### src/rtl/rc4_pkg.sv
// Shared types and constants for the RC4 key-schedule and decrypt stages.
// Both stages agree on the S-memory geometry and key length through this package.
package rc4_pkg;

   localparam int S_SIZE    = 256;
   localparam int KEY_BYTES = 3;

   typedef logic [7:0] byte_t;

   typedef enum logic [3:0] {
      IDLE,
      FILL,
      RD_I,
      WT_I,
      RD_J,
      WT_J,
      WR_I,
      WR_J,
      DONE
   } state_t;

endpackage

### src/rtl/key_byte_sel.sv
// Cycles an index through the latched key bytes (wraps at KEY_BYTES) and
// presents the currently selected byte; byte 0 is the most significant.
module key_byte_sel #(
   parameter int KEY_BYTES = rc4_pkg::KEY_BYTES
) (
   input  logic                   clk,
   input  logic                   reset,
   input  logic                   clear,
   input  logic                   advance,
   input  logic [8*KEY_BYTES-1:0] key,
   output logic [7:0]             key_byte
);
   import rc4_pkg::*;

   localparam int IW = (KEY_BYTES > 1) ? $clog2(KEY_BYTES) : 1;

   logic [IW-1:0] kidx_reg;
   byte_t         key_bytes [KEY_BYTES];

   for (genvar gi = 0; gi < KEY_BYTES; gi++) begin : g_split
      assign key_bytes[gi] = key[8*(KEY_BYTES-gi)-1 -: 8];
   end

   always_ff @(posedge clk or negedge reset) begin
      if (!reset) begin
         kidx_reg <= '0;
      end else if (clear) begin
         kidx_reg <= '0;
      end else if (advance) begin
         kidx_reg <= (kidx_reg == IW'(KEY_BYTES-1)) ? '0 : kidx_reg + 1'b1;
      end
   end

   assign key_byte = key_bytes[kidx_reg];

endmodule

### src/rtl/rc4_key_schedule.sv
// RC4 key-scheduling stage: fills S with the identity permutation, then runs the
// KSA swap loop through a single-port S-memory with registered address.
module rc4_key_schedule #(
   parameter int KEY_BYTES = rc4_pkg::KEY_BYTES
) (
   input  logic                   clk,
   input  logic                   reset,
   input  logic                   start,
   input  logic [8*KEY_BYTES-1:0] secret_key,
   input  logic [7:0]             s_q,
   output logic [7:0]             s_add,
   output logic [7:0]             s_data,
   output logic                   wrenS,
   output logic                   busy,
   output logic                   done
);
   import rc4_pkg::*;

   localparam byte_t LAST = byte_t'(S_SIZE-1);

   state_t                 state_reg, state_next;
   byte_t                  i_reg, j_reg, si_reg, sj_reg;
   logic [8*KEY_BYTES-1:0] key_reg;
   byte_t                  key_byte;
   logic                   launch;
   logic                   kidx_advance;

   assign launch       = ((state_reg == IDLE) || (state_reg == DONE)) && start;
   assign kidx_advance = (state_reg == WR_J) && (i_reg != LAST);

   key_byte_sel #(.KEY_BYTES(KEY_BYTES)) u_key_byte_sel (
      .clk      (clk),
      .reset    (reset),
      .clear    (launch),
      .advance  (kidx_advance),
      .key      (key_reg),
      .key_byte (key_byte)
   );

   always_ff @(posedge clk or negedge reset) begin
      if (!reset) begin
         state_reg <= IDLE;
         i_reg     <= '0;
         j_reg     <= '0;
         si_reg    <= '0;
         sj_reg    <= '0;
         key_reg   <= '0;
      end else begin
         state_reg <= state_next;
         case (state_reg)
            IDLE, DONE: begin
               if (start) begin
                  key_reg <= secret_key;
                  i_reg   <= '0;
                  j_reg   <= '0;
               end
            end
            FILL: i_reg <= (i_reg == LAST) ? '0 : i_reg + 8'd1;
            // Read data for address i is on s_q during WT_I.
            WT_I: begin
               si_reg <= s_q;
               j_reg  <= j_reg + s_q + key_byte;
            end
            WT_J: sj_reg <= s_q;
            WR_J: if (i_reg != LAST) i_reg <= i_reg + 8'd1;
            default: ;
         endcase
      end
   end

   always_comb begin
      state_next = state_reg;
      s_add      = '0;
      s_data     = '0;
      wrenS      = 1'b0;
      busy       = 1'b1;
      done       = 1'b0;
      case (state_reg)
         IDLE: begin
            busy = 1'b0;
            if (start) state_next = FILL;
         end
         FILL: begin
            s_add  = i_reg;
            s_data = i_reg;
            wrenS  = 1'b1;
            if (i_reg == LAST) state_next = RD_I;
         end
         RD_I: begin
            s_add      = i_reg;
            state_next = WT_I;
         end
         WT_I: begin
            s_add      = i_reg;
            state_next = RD_J;
         end
         RD_J: begin
            s_add      = j_reg;
            state_next = WT_J;
         end
         WT_J: begin
            s_add      = j_reg;
            state_next = WR_I;
         end
         WR_I: begin
            s_add      = i_reg;
            s_data     = sj_reg;
            wrenS      = 1'b1;
            state_next = WR_J;
         end
         WR_J: begin
            s_add      = j_reg;
            s_data     = si_reg;
            wrenS      = 1'b1;
            state_next = (i_reg == LAST) ? DONE : RD_I;
         end
         DONE: begin
            busy = 1'b0;
            done = 1'b1;
            if (start) state_next = FILL;
         end
         default: begin
            busy       = 1'b0;
            state_next = IDLE;
         end
      endcase
   end

endmodule
### config.mk
export PLATFORM = sky130hd
export DESIGN_NAME = rc4_key_schedule
export DESIGN_NICKNAME = d
export VERILOG_FILES = /design/src/rtl/rc4_pkg.sv /design/src/rtl/key_byte_sel.sv /design/src/rtl/rc4_key_schedule.sv
export SDC_FILE = /design/constraint.sdc
export NUM_CORES = 1
export LEC_CHECK = 0
export BUFFER_PORTS_ARGS = -buffer_cell sky130_fd_sc_hd__buf_2
export CORE_AREA = 2 2 98 100
export DETAILED_ROUTE_END_ITERATION = 8
export DIE_AREA = 0 0 100 102
export GPL_TIMING_DRIVEN = 1
export PLACE_DENSITY = 0.71
export SKIP_CTS_REPAIR_TIMING = 1
export SYNTH_ARGS = -nofsm -noshare
export SYNTH_HDL_FRONTEND = slang
export SYNTH_HIERARCHICAL = 1
export SYNTH_SLANG_ARGS = --single-unit
### constraint.sdc
create_clock -name clk -period 2.6 [get_ports clk]
set_clock_uncertainty 0.15 [all_clocks]
set_input_delay 0.13 -clock clk [delete_from_list [all_inputs] [get_ports clk]]
set_output_delay 0.13 -clock clk [all_outputs]
set_load 0.02 [all_outputs]
==> flow_metrics.py, run 1 <==
metrics = {
    "run_status": {
        "status": "finished with violations",
        "violations": "setup timing",
    },
    "global_route": {
        "antenna_found_initial": 0,
        "grt_max_degree": 31,
        "overflow": 0,
        "grt_pass1_vias": 3125,
        "grt_pass1_wl_mm": 15.39,
        "grt_util_all_layers_pct": 19.14,
    },
    "detailed_routing": {
        "wl_met1_mm": 4.087,
        "ant_nets": 0,
        "vias_per_cell": 5.240,
        "dr.pass1.iters": 7,
        "vias": 3254,
        "wire_per_inst_um": 15.25,
        "drc": 0,
        "wl_met2_mm": 4.661,
        "wl_met3_um": 594,
        "wl_mm": 9.473,
        "drt_iter0_markers": 232,
        "topRoutingLayerUsed": "met4",
    },
    "placed_design": {
        "portBuffers": 53,
        "gp_congestion": 0.9166,
        "post-dp-hpwl_mm": 6.555,
        "dpl_cell_area_sq_mm": 0.004094,
        "pre_cts_ws_ps": -398.9,
    },
    "worst_hold_path": {
        "worst_hold_path.endpoint": "j_reg[1]",
        "hold_path_class": "primary input to flop",
        "hp-start": "s_q[1]",
        "holdPathStages": 5,
    },
    "power_and_ir_drop": {
        "power.total_mw": 3.434,
        "ir_drop_mv": 0.3802,
        "combPwrFrac_pct": 39.6,
        "p_sw_share_pct": 36.81,
        "power.density_mw_per_mm2": 725.2,
        "p_switching_mw": 1.264,
        "pwr-share-clk_pct": 21.4,
        "p_int_mw": 2.170,
        "power_frac_seq_pct": 39.1,
        "p_leak_nw": 2.371,
    },
    "die": {
        "pin_count": 54,
        "fp.coreArea_sq_mm": 0.009109,
        "initial_core_util_pct": 39.51,
        "row_count": 35,
        "dieWidth_um": 100,
        "die_y_um": 102,
        "die_area_sq_mm": 0.01020,
    },
    "timing": {
        "finalHoldViolCount": 0,
        "grt_setup_unrepaired": "yes",
        "period_share_pct": 111.6,
        "max-slew-margin-rel_pct": 52.79,
        "period_needed_ps": 2903,
        "setup_ws_ps": -302.5,
        "max_freq_ghz": 0.3445,
        "setup_viol": 4,
        "worst_pin_slew_ps": 708.2,
        "whs_ps": 193.9,
        "maxSlewViolCount": 0,
    },
    "setup_path": {
        "crit_type": "flop to flop",
        "ff2ff_path_depth": 13,
        "reg2reg_slack_ps": -300,
        "cp-start-kind": "flop",
        "worstReg2RegStart": "u_key_byte_sel/kidx_reg[0]",
        "worst_ep_arrival_time_ps": 2970,
        "critPathMaxFanout": 5,
        "worstReg2RegEnd": "j_reg[7]",
        "end_kind": "flop",
        "critPathRequiredTime_ps": 2670,
    },
    "cells_and_area": {
        "stdcell_area_sq_mm": 0.004735,
        "drive_gt1_share_pct": 26.27,
        "diodes": 0,
        "multi_input_area_sq_mm": 0.001924,
        "largest_reg_flops": 24,
        "regArea_sq_mm": 0.001553,
        "num-fill-cells": 837,
        "nets": 555,
        "post-route-util_pct": 51.98,
        "area_growth_pct": 31.57,
    },
    "clock_network": {
        "root_buffer": "clkbuf_8",
        "clk_pin_slew_ps": 70,
        "clkSinkCount": 62,
        "clk_latency_ps": 340,
        "cts_made_buffers": 9,
        "clockBufferDepth": 2,
        "htreeDepth": 3,
        "cts_tree": "done",
    },
    "synth": {
        "seq_area_frac_synth_pct": 43.12,
        "ys_warn_count": 6,
        "netlist_area_sq_mm": 0.003598,
        "synth-seq-cells": 62,
        "syn_nets": 448,
        "synth_cell_types": 59,
        "syn_area_per_cell_sq_um": 9.041,
        "synth-main-ff-cell": "dfrtp_1",
        "postSynth.asyncResetShare_pct": 100.0,
        "synth_edf_count": 0,
        "synth_cells": 398,
    },
    "flow_run": {
        "timing.max_cap.violations": 0,
    },
}
cell usage in the layout, fill, tap and decap left out, types with 3 or more instances in the layout:
cell type | Yosys | layout
a21oi_1 | 6 | 6
a221oi_1 | 7 | 7
a222oi_1 | 8 | 8
buf_2 | 7 | 53
buf_4 | 0 | 29
clkbuf_8 | 0 | 10
clkinv_2 | 0 | 3
dfrtp_1 | 62 | 61
dlygate4sd3_1 | 0 | 35
fa_1 | 8 | 7
ha_1 | 7 | 6
inv_1 | 19 | 18
mux2_1 | 6 | 6
mux2_2 | 3 | 3
mux2i_1 | 9 | 7
nand2_1 | 115 | 115
nand2b_1 | 5 | 5
nand3_1 | 10 | 10
nor2_1 | 28 | 28
nor3_1 | 3 | 3
nor4_2 | 3 | 3
o21ai_0 | 4 | 4
o21ai_1 | 10 | 10
o2bb2ai_1 | 8 | 5
o2bb2ai_2 | 0 | 3
xnor2_1 | 8 | 7
xor2_1 | 3 | 3
per-stage QoR:
stage | cells | TNS [ps]
finish | 621 | -834.9
CTS | 579 | -965.2
detailed placement | 563 | -844.7
global placement | 563 | -470.4
global route | 621 | -1337
floorplan | 398 | -164.6
cell type report:
| type | count | area share, % |
|---|---|---|
| Clock buffer | 12 | 3.066 |
| Clock inverter | 4 | 0.4757 |
| Inverter | 20 | 1.586 |
| Multi-Input combinational cell | 292 | 40.64 |
| Sequential cell | 62 | 32.80 |
| Tap cell | 111 | 2.933 |
| Timing Repair Buffer | 120 | 18.50 |
worst max-delay path: stages (launching register included):
cell	delay [ps]
dfrtp_1	390
buf_4	150
nor2b_4	200
buf_4	150
o2bb2ai_1	160
fa_1	240
ha_2	190
inv_2	40
fa_2	340
nor2b_2	130
o31a_1	200
o2111ai_2	140
a21boi_2	190
mux2i_1	120
cells in the mapped netlist, drive strengths merged (2+ instances only):
cell	instances	area share, %
nand2	116	12
dfrtp	62	43
nor2	29	3.1
inv	20	2.1
clkbuf	14	1.5
o21ai	14	1.9
buf	10	1.7
nand3	10	1.4
mux2	9	2.8
mux2i	9	2.5
a222oi	8	2.2
fa	8	4.5
o2bb2ai	8	1.9
xnor2	8	1.9
a21oi	7	1.1
a221oi	7	1.7
ha	7	2.4
nand2b	6	1.1
nor2b	4	0.70
nor3	4	0.70
or2	4	0.70
nor4	3	1.0
xor2	3	0.73
a21o	2	0.42
a31oi	2	0.35
and2	2	0.35
and4	2	0.49
or3	2	0.49
routing by layer:
metal / up-vias / global-route usage (%)
met5: - / 0
met4: 0 / 5.163
met3: 16 / 4.378
met2: 131 / 31.44
met1: 1544 / 25.75
li1: 1563 / -
how the worst max path moves through the flow:
stage / from / endpoint / slack [ps] / cells past startpoint
2_1_floorplan: u_key_byte_sel/kidx_reg[0] / j_reg[7] / -160 / 12
3_5_place_dp: u_key_byte_sel/kidx_reg[0] / j_reg[7] / -400 / 11
3_3_place_gp: u_key_byte_sel/kidx_reg[0] / j_reg[7] / -290 / 11
4_1_cts: u_key_byte_sel/kidx_reg[0] / j_reg[7] / -430 / 11
5_1_grt: u_key_byte_sel/kidx_reg[0] / j_reg[7] / -480 / 13
6_report: u_key_byte_sel/kidx_reg[0] / j_reg[7] / -300 / 13
power by group through the flow:
stage | clock network (mW) | logic [mW] | registers [mW]
after floorplan | 0 | 0.879 | 1.25
after global placement | 0 | 1.18 | 1.34
after detailed placement | 0 | 1.23 | 1.34
after CTS | 0.754 | 1.23 | 1.33
after global routing | 0.795 | 1.54 | 1.36
final | 0.734 | 1.36 | 1.34
cell families (layout without fill, tap and decap cells):
group           after synthesis  in the layout  share of synthesized area (%)
compound gates               58             58                          12.31
xor+xnor                     11             11                          2.678
fa+ha+maj                    15             15                          6.884
buf+inv                      44            156                          5.285
flops                        62             62                          43.12
mux                          18             18                          5.320
simple gates                190            190                          24.41
(Power assumes the default switching activity.)
==> run 2: changes to the inputs <==
PLACE_DENSITY = not set   (was 0.71)
==> flow_metrics.py, run 2 (synthesis results as in run 1) <==
metrics = {
    "run_status": {
        "status": "finished with violations",
        "violations": "setup timing",
    },
    "setup_path": {
        "cp-start-kind": "flop",
        "critPathRequiredTime_ps": 2670,
        "critPathSlowestCell": "fa_1",
        "crit_chain": "buf_6 > mux2i_2 > o2bb2ai_2 > fa_1 > ha_2 > inv_2 > fa_2 > nor2b_2 > o31a_1 > o2111ai_1 > a21boi_2 > mux2i_1",
        "path_buf_inv": 2,
        "worst_ep_arrival_time_ps": 2980,
        "end_kind": "flop",
        "critPathTopFamily": "adder cells",
        "cpPeakStageDelay_ps": 480,
        "worstReg2RegStart": "u_key_byte_sel/kidx_reg[0]",
        "crit_type": "flop to flop",
        "ff2ff_path_depth": 12,
        "worstSetupStartpoint": "u_key_byte_sel/kidx_reg[0]",
        "crit_cells": 12,
        "critPathMaxFanout": 4,
    },
    "clock_network": {
        "cts_made_buffers": 9,
        "cts_tree": "done",
        "clkSinkCount": 62,
        "root_buffer": "clkbuf_8",
        "clk_pin_slew_ps": 70,
        "clk_latency_ps": 330,
        "clockBufferDepth": 2,
        "htreeDepth": 3,
    },
    "timing": {
        "period_needed_ps": 2910,
        "maxSlewViolCount": 0,
        "finalHoldViolCount": 0,
        "period_share_pct": 111.9,
        "max_freq_ghz": 0.3436,
        "setup_ws_ps": -310.1,
        "setup_viol": 3,
        "finalSetupTns_ps": -607.6,
        "max-slew-margin-rel_pct": 55.33,
        "worst_pin_slew_ps": 670.0,
        "grt_setup_unrepaired": "yes",
    },
    "global_route": {
        "grt_util_all_layers_pct": 18.17,
        "grt_pass1_wl_mm": 14.43,
        "grt_max_degree": 36,
        "antenna_found_initial": 0,
        "grt_pass1_vias": 2842,
        "overflow": 0,
    },
    "cells_and_area": {
        "final_common_cell": "nand2_1",
        "nets": 549,
        "finalNonFillerCells": 615,
        "diodes": 0,
        "largest_reg_flops": 24,
        "area_growth_pct": 30.67,
        "final_cell_mix": "nand2_1 (115), dfrtp_1 (61), buf_2 (53), dlygate4sd3_1 (34), nor2_1 (28)",
        "drive_gt1_share_pct": 24.80,
        "num-fill-cells": 811,
    },
    "detailed_routing": {
        "vias_per_cell": 5.083,
        "vias": 3126,
        "wl_mm": 9.018,
        "dr.pass1.iters": 6,
        "drc": 0,
        "ant_nets": 0,
        "drt_iter0_markers": 209,
        "wire_per_inst_um": 14.66,
    },
    "worst_hold_path": {
        "hp-start": "s_q[1]",
        "holdPathStages": 5,
        "hold_path_class": "primary input to flop",
    },
    "placed_design": {
        "gp_congestion": 0.8528,
        "portBuffers": 53,
        "dp.cells": 562,
        "post-dp-hpwl_mm": 6.393,
    },
    "flow_run": {
        "timing.max_cap.violations": 0,
    },
    "die": {
        "die_y_um": 102,
        "pin_count": 54,
        "fp.coreArea_sq_mm": 0.009109,
        "dieWidth_um": 100,
        "row_count": 35,
        "initial_core_util_pct": 39.51,
        "die_area_sq_mm": 0.01020,
    },
    "power_and_ir_drop": {
        "ir_drop_mv": 0.3532,
        "p_leak_nw": 2.357,
        "power.density_mw_per_mm2": 741.2,
    },
}
## run 2: worst reg2reg max path: cells and delay by family, from the launching register on
kind                     cells  cell delay [ps]
AND/OR/NAND/NOR              1              140
buffers and inverters        2              180
adder cells (fa/ha/maj)      3             1000
multiplexers                 2              360
AO/OA/AOI/OAI                4              580
flip-flops                   1              390
## run 2: metrics by stage
stage | instance area [sq um] | utilization, % | power [mW] | hold WS (ps) | setup slack, ps
detailed placement | 4099 | 45.00 | 2.567 | 58.17 | -364.4
global placement | 4099 | 45.00 | 2.539 | 50.01 | -255.1
global route | 4702 | 51.62 | 3.744 | 207.9 | -446.5
CTS | 4298 | 47.18 | 3.430 | -313.5 | -374.6
floorplan | 3607 | - | 2.133 | -315.6 | -164.6
finish | 4702 | 51.62 | 3.485 | 180.4 | -310.1
## run 2: path summary, 6_finish.rpt
kind / endpoint / slack, ps
min in group asynchronous: i_reg[1] / 210
worst max-delay path: j_reg[7] / -310
worst max register to register: j_reg[7] / -310
worst min-delay path: j_reg[1] / 180
worst min register to register: key_reg[12] / 330
max in group asynchronous: key_reg[12] / 1460
## run 2: area by class of cell
class / count / area (sq um) / area share (%)
inverter: 20 / 75.07 / 1.597
timing repair buffer: 114 / 840.8 / 17.88
sequential: 62 / 1553 / 33.02
tap: 111 / 138.9 / 2.954
clock inverter: 6 / 61.31 / 1.304
multi-input combinational: 292 / 1896 / 40.31
clock buffer: 10 / 137.6 / 2.927
## run 2: routing by layer
layer	track usage, %	up-vias	share of wire (%)	routed length, um
met4	5.374	0	0.80	72
met1	24.48	1491	47	4222
met5	0	-	0	0
met3	4.309	5	4.6	414
met2	29.42	82	48	4308
li1	-	1548	-	-
## run 2: power by group
part / switching, mW / internal, mW
sequential: 0.187 / 1.15
clock: 0.382 / 0.465
combinational: 0.675 / 0.629
total: 1.24 / 2.24
==> run 3: changes to the inputs <==
BUFFER_PORTS_ARGS = -buffer_cell sky130_fd_sc_hd__buf_4   (was -buffer_cell sky130_fd_sc_hd__buf_2)
==> flow_metrics.py, run 3 (synthesis results as in run 1) <==
metrics = {
    "detailed_routing": {
        "wl_met2_mm": 4.358,
        "wl_mm": 9.037,
        "vias": 3090,
        "wl_met3_um": 425,
        "wire_per_inst_um": 14.69,
        "vias_per_cell": 5.024,
        "drc": 0,
        "drt_iter0_markers": 142,
        "topRoutingLayerUsed": "met4",
        "ant_nets": 0,
        "dr.pass1.iters": 5,
        "wl_met1_mm": 4.095,
    },
    "run_status": {
        "violations": "setup timing",
        "status": "finished with violations",
    },
    "die": {
        "row_count": 35,
        "fp.coreArea_sq_mm": 0.009109,
        "dieWidth_um": 100,
        "pin_count": 54,
        "initial_core_util_pct": 39.51,
        "die_y_um": 102,
        "die_area_sq_mm": 0.01020,
    },
    "timing": {
        "maxSlewViolCount": 0,
        "finalHoldViolCount": 0,
        "setup_viol": 4,
        "worst_pin_slew_ps": 767.8,
        "max_freq_ghz": 0.3414,
        "max-slew-margin-rel_pct": 48.81,
        "period_needed_ps": 2929,
        "grt_setup_unrepaired": "yes",
        "setup_ws_ps": -328.8,
        "period_share_pct": 112.6,
    },
    "placed_design": {
        "portBuffers": 53,
        "gp_congestion": 0.8443,
        "dp.cells": 562,
        "pre_cts_ws_ps": -329.7,
        "post-dp-hpwl_mm": 6.424,
    },
    "setup_path": {
        "critPathMaxFanout": 3,
        "cp-start-kind": "flop",
        "worst_ep_arrival_time_ps": 3010,
        "critPathRequiredTime_ps": 2680,
        "crit_type": "flop to flop",
        "end_kind": "flop",
    },
    "clock_network": {
        "cts_tree": "done",
        "root_buffer": "clkbuf_8",
        "clockBufferDepth": 2,
        "clk_pin_slew_ps": 70,
        "clkSinkCount": 62,
        "htreeDepth": 3,
        "clk_latency_ps": 340,
        "cts_made_buffers": 9,
    },
    "cells_and_area": {
        "nets": 549,
        "finalNonFillerCells": 615,
        "area_growth_pct": 32.20,
        "final_cell_mix": "nand2_1 (115), buf_4 (78), dfrtp_1 (62), dlygate4sd3_1 (34), nor2_1 (28)",
        "diodes": 0,
        "drive_gt1_share_pct": 23.41,
        "num-fill-cells": 869,
        "final_common_cell": "nand2_1",
        "largest_reg_flops": 24,
    },
    "global_route": {
        "grt_pass1_wl_mm": 14.65,
        "antenna_found_initial": 0,
        "grt_pass1_vias": 2997,
        "grt_max_degree": 63,
        "overflow": 0,
        "grt_util_all_layers_pct": 18.56,
    },
    "power_and_ir_drop": {
        "power.density_mw_per_mm2": 716.9,
        "p_leak_nw": 2.362,
        "ir_drop_mv": 0.3410,
    },
    "worst_hold_path": {
        "hold_path_class": "primary input to async pin",
    },
    "flow_run": {
        "timing.max_cap.violations": 0,
    },
}
==> run 3: per-stage QoR <==
step           total power [mW]  hold WS (ps)  util, %  area [sq um]  TNS, ps
4_1_cts                   3.385        -272.7    48.15          4385   -808.0
5_1_grt                   3.665         338.2    52.23          4757    -1573
3_5_place_dp              2.637         111.1    46.32          4219   -739.7
6_report                  3.410         250.1    52.23          4757   -832.5
2_1_floorplan             2.133        -315.6        -          3607   -164.6
3_3_place_gp              2.599         102.8    46.32          4219   -480.4
==> run 3: final cells by class <==
class | count | area, sq um | share of cell area [%]
flip-flops and latches | 62 | 1551 | 32.61
clock buffers | 10 | 127.6 | 2.683
inverters | 20 | 75.07 | 1.578
multi-input cells | 292 | 1868 | 39.27
clock inverters | 6 | 38.79 | 0.8154
repair buffers | 114 | 957.2 | 20.12
well taps | 111 | 138.9 | 2.920
==> run 3: path summary, 6_finish.rpt <==
kind / start / to / slack, ps / depth (start not counted)
max: u_key_byte_sel/kidx_reg[0] / j_reg[7] / -330 / 12
min: reset / state_reg[0] / 250 / 2
max reg2reg: u_key_byte_sel/kidx_reg[0] / j_reg[7] / -330 / 12
min reg2reg: key_reg[5] / key_reg[5] / 330 / 2
max in group asynchronous: reset / key_reg[5] / 1540 / 2
min in group clk: key_reg[5] / key_reg[5] / 330 / 2
==> run 3: worst max-delay path: stages, from the launching register on <==
cell       delay, ps
dfrtp_1          380
buf_6            120
mux2i_1          200
o2bb2ai_1        120
fa_1             550
ha_2             180
inv_2             40
fa_2             370
nor2b_2          140
o31a_1           170
o2111ai_1        110
a21boi_2         180
mux2i_1          110
==> run 3: report_power, final <==
part	leakage [nW]	internal [mW]	switching [mW]	total [mW]
sequential	0.773	1.15	0.181	1.33
clock	0.0820	0.342	0.392	0.734
combinational	1.51	0.678	0.670	1.35
==> run 3: layer usage <==
layer | global-route usage (%) | vias up
li1 | - | 1552
met1 | 23.87 | 1440
met2 | 30.41 | 82
met3 | 4.583 | 16
met4 | 7.271 | 0
met5 | 0 | -
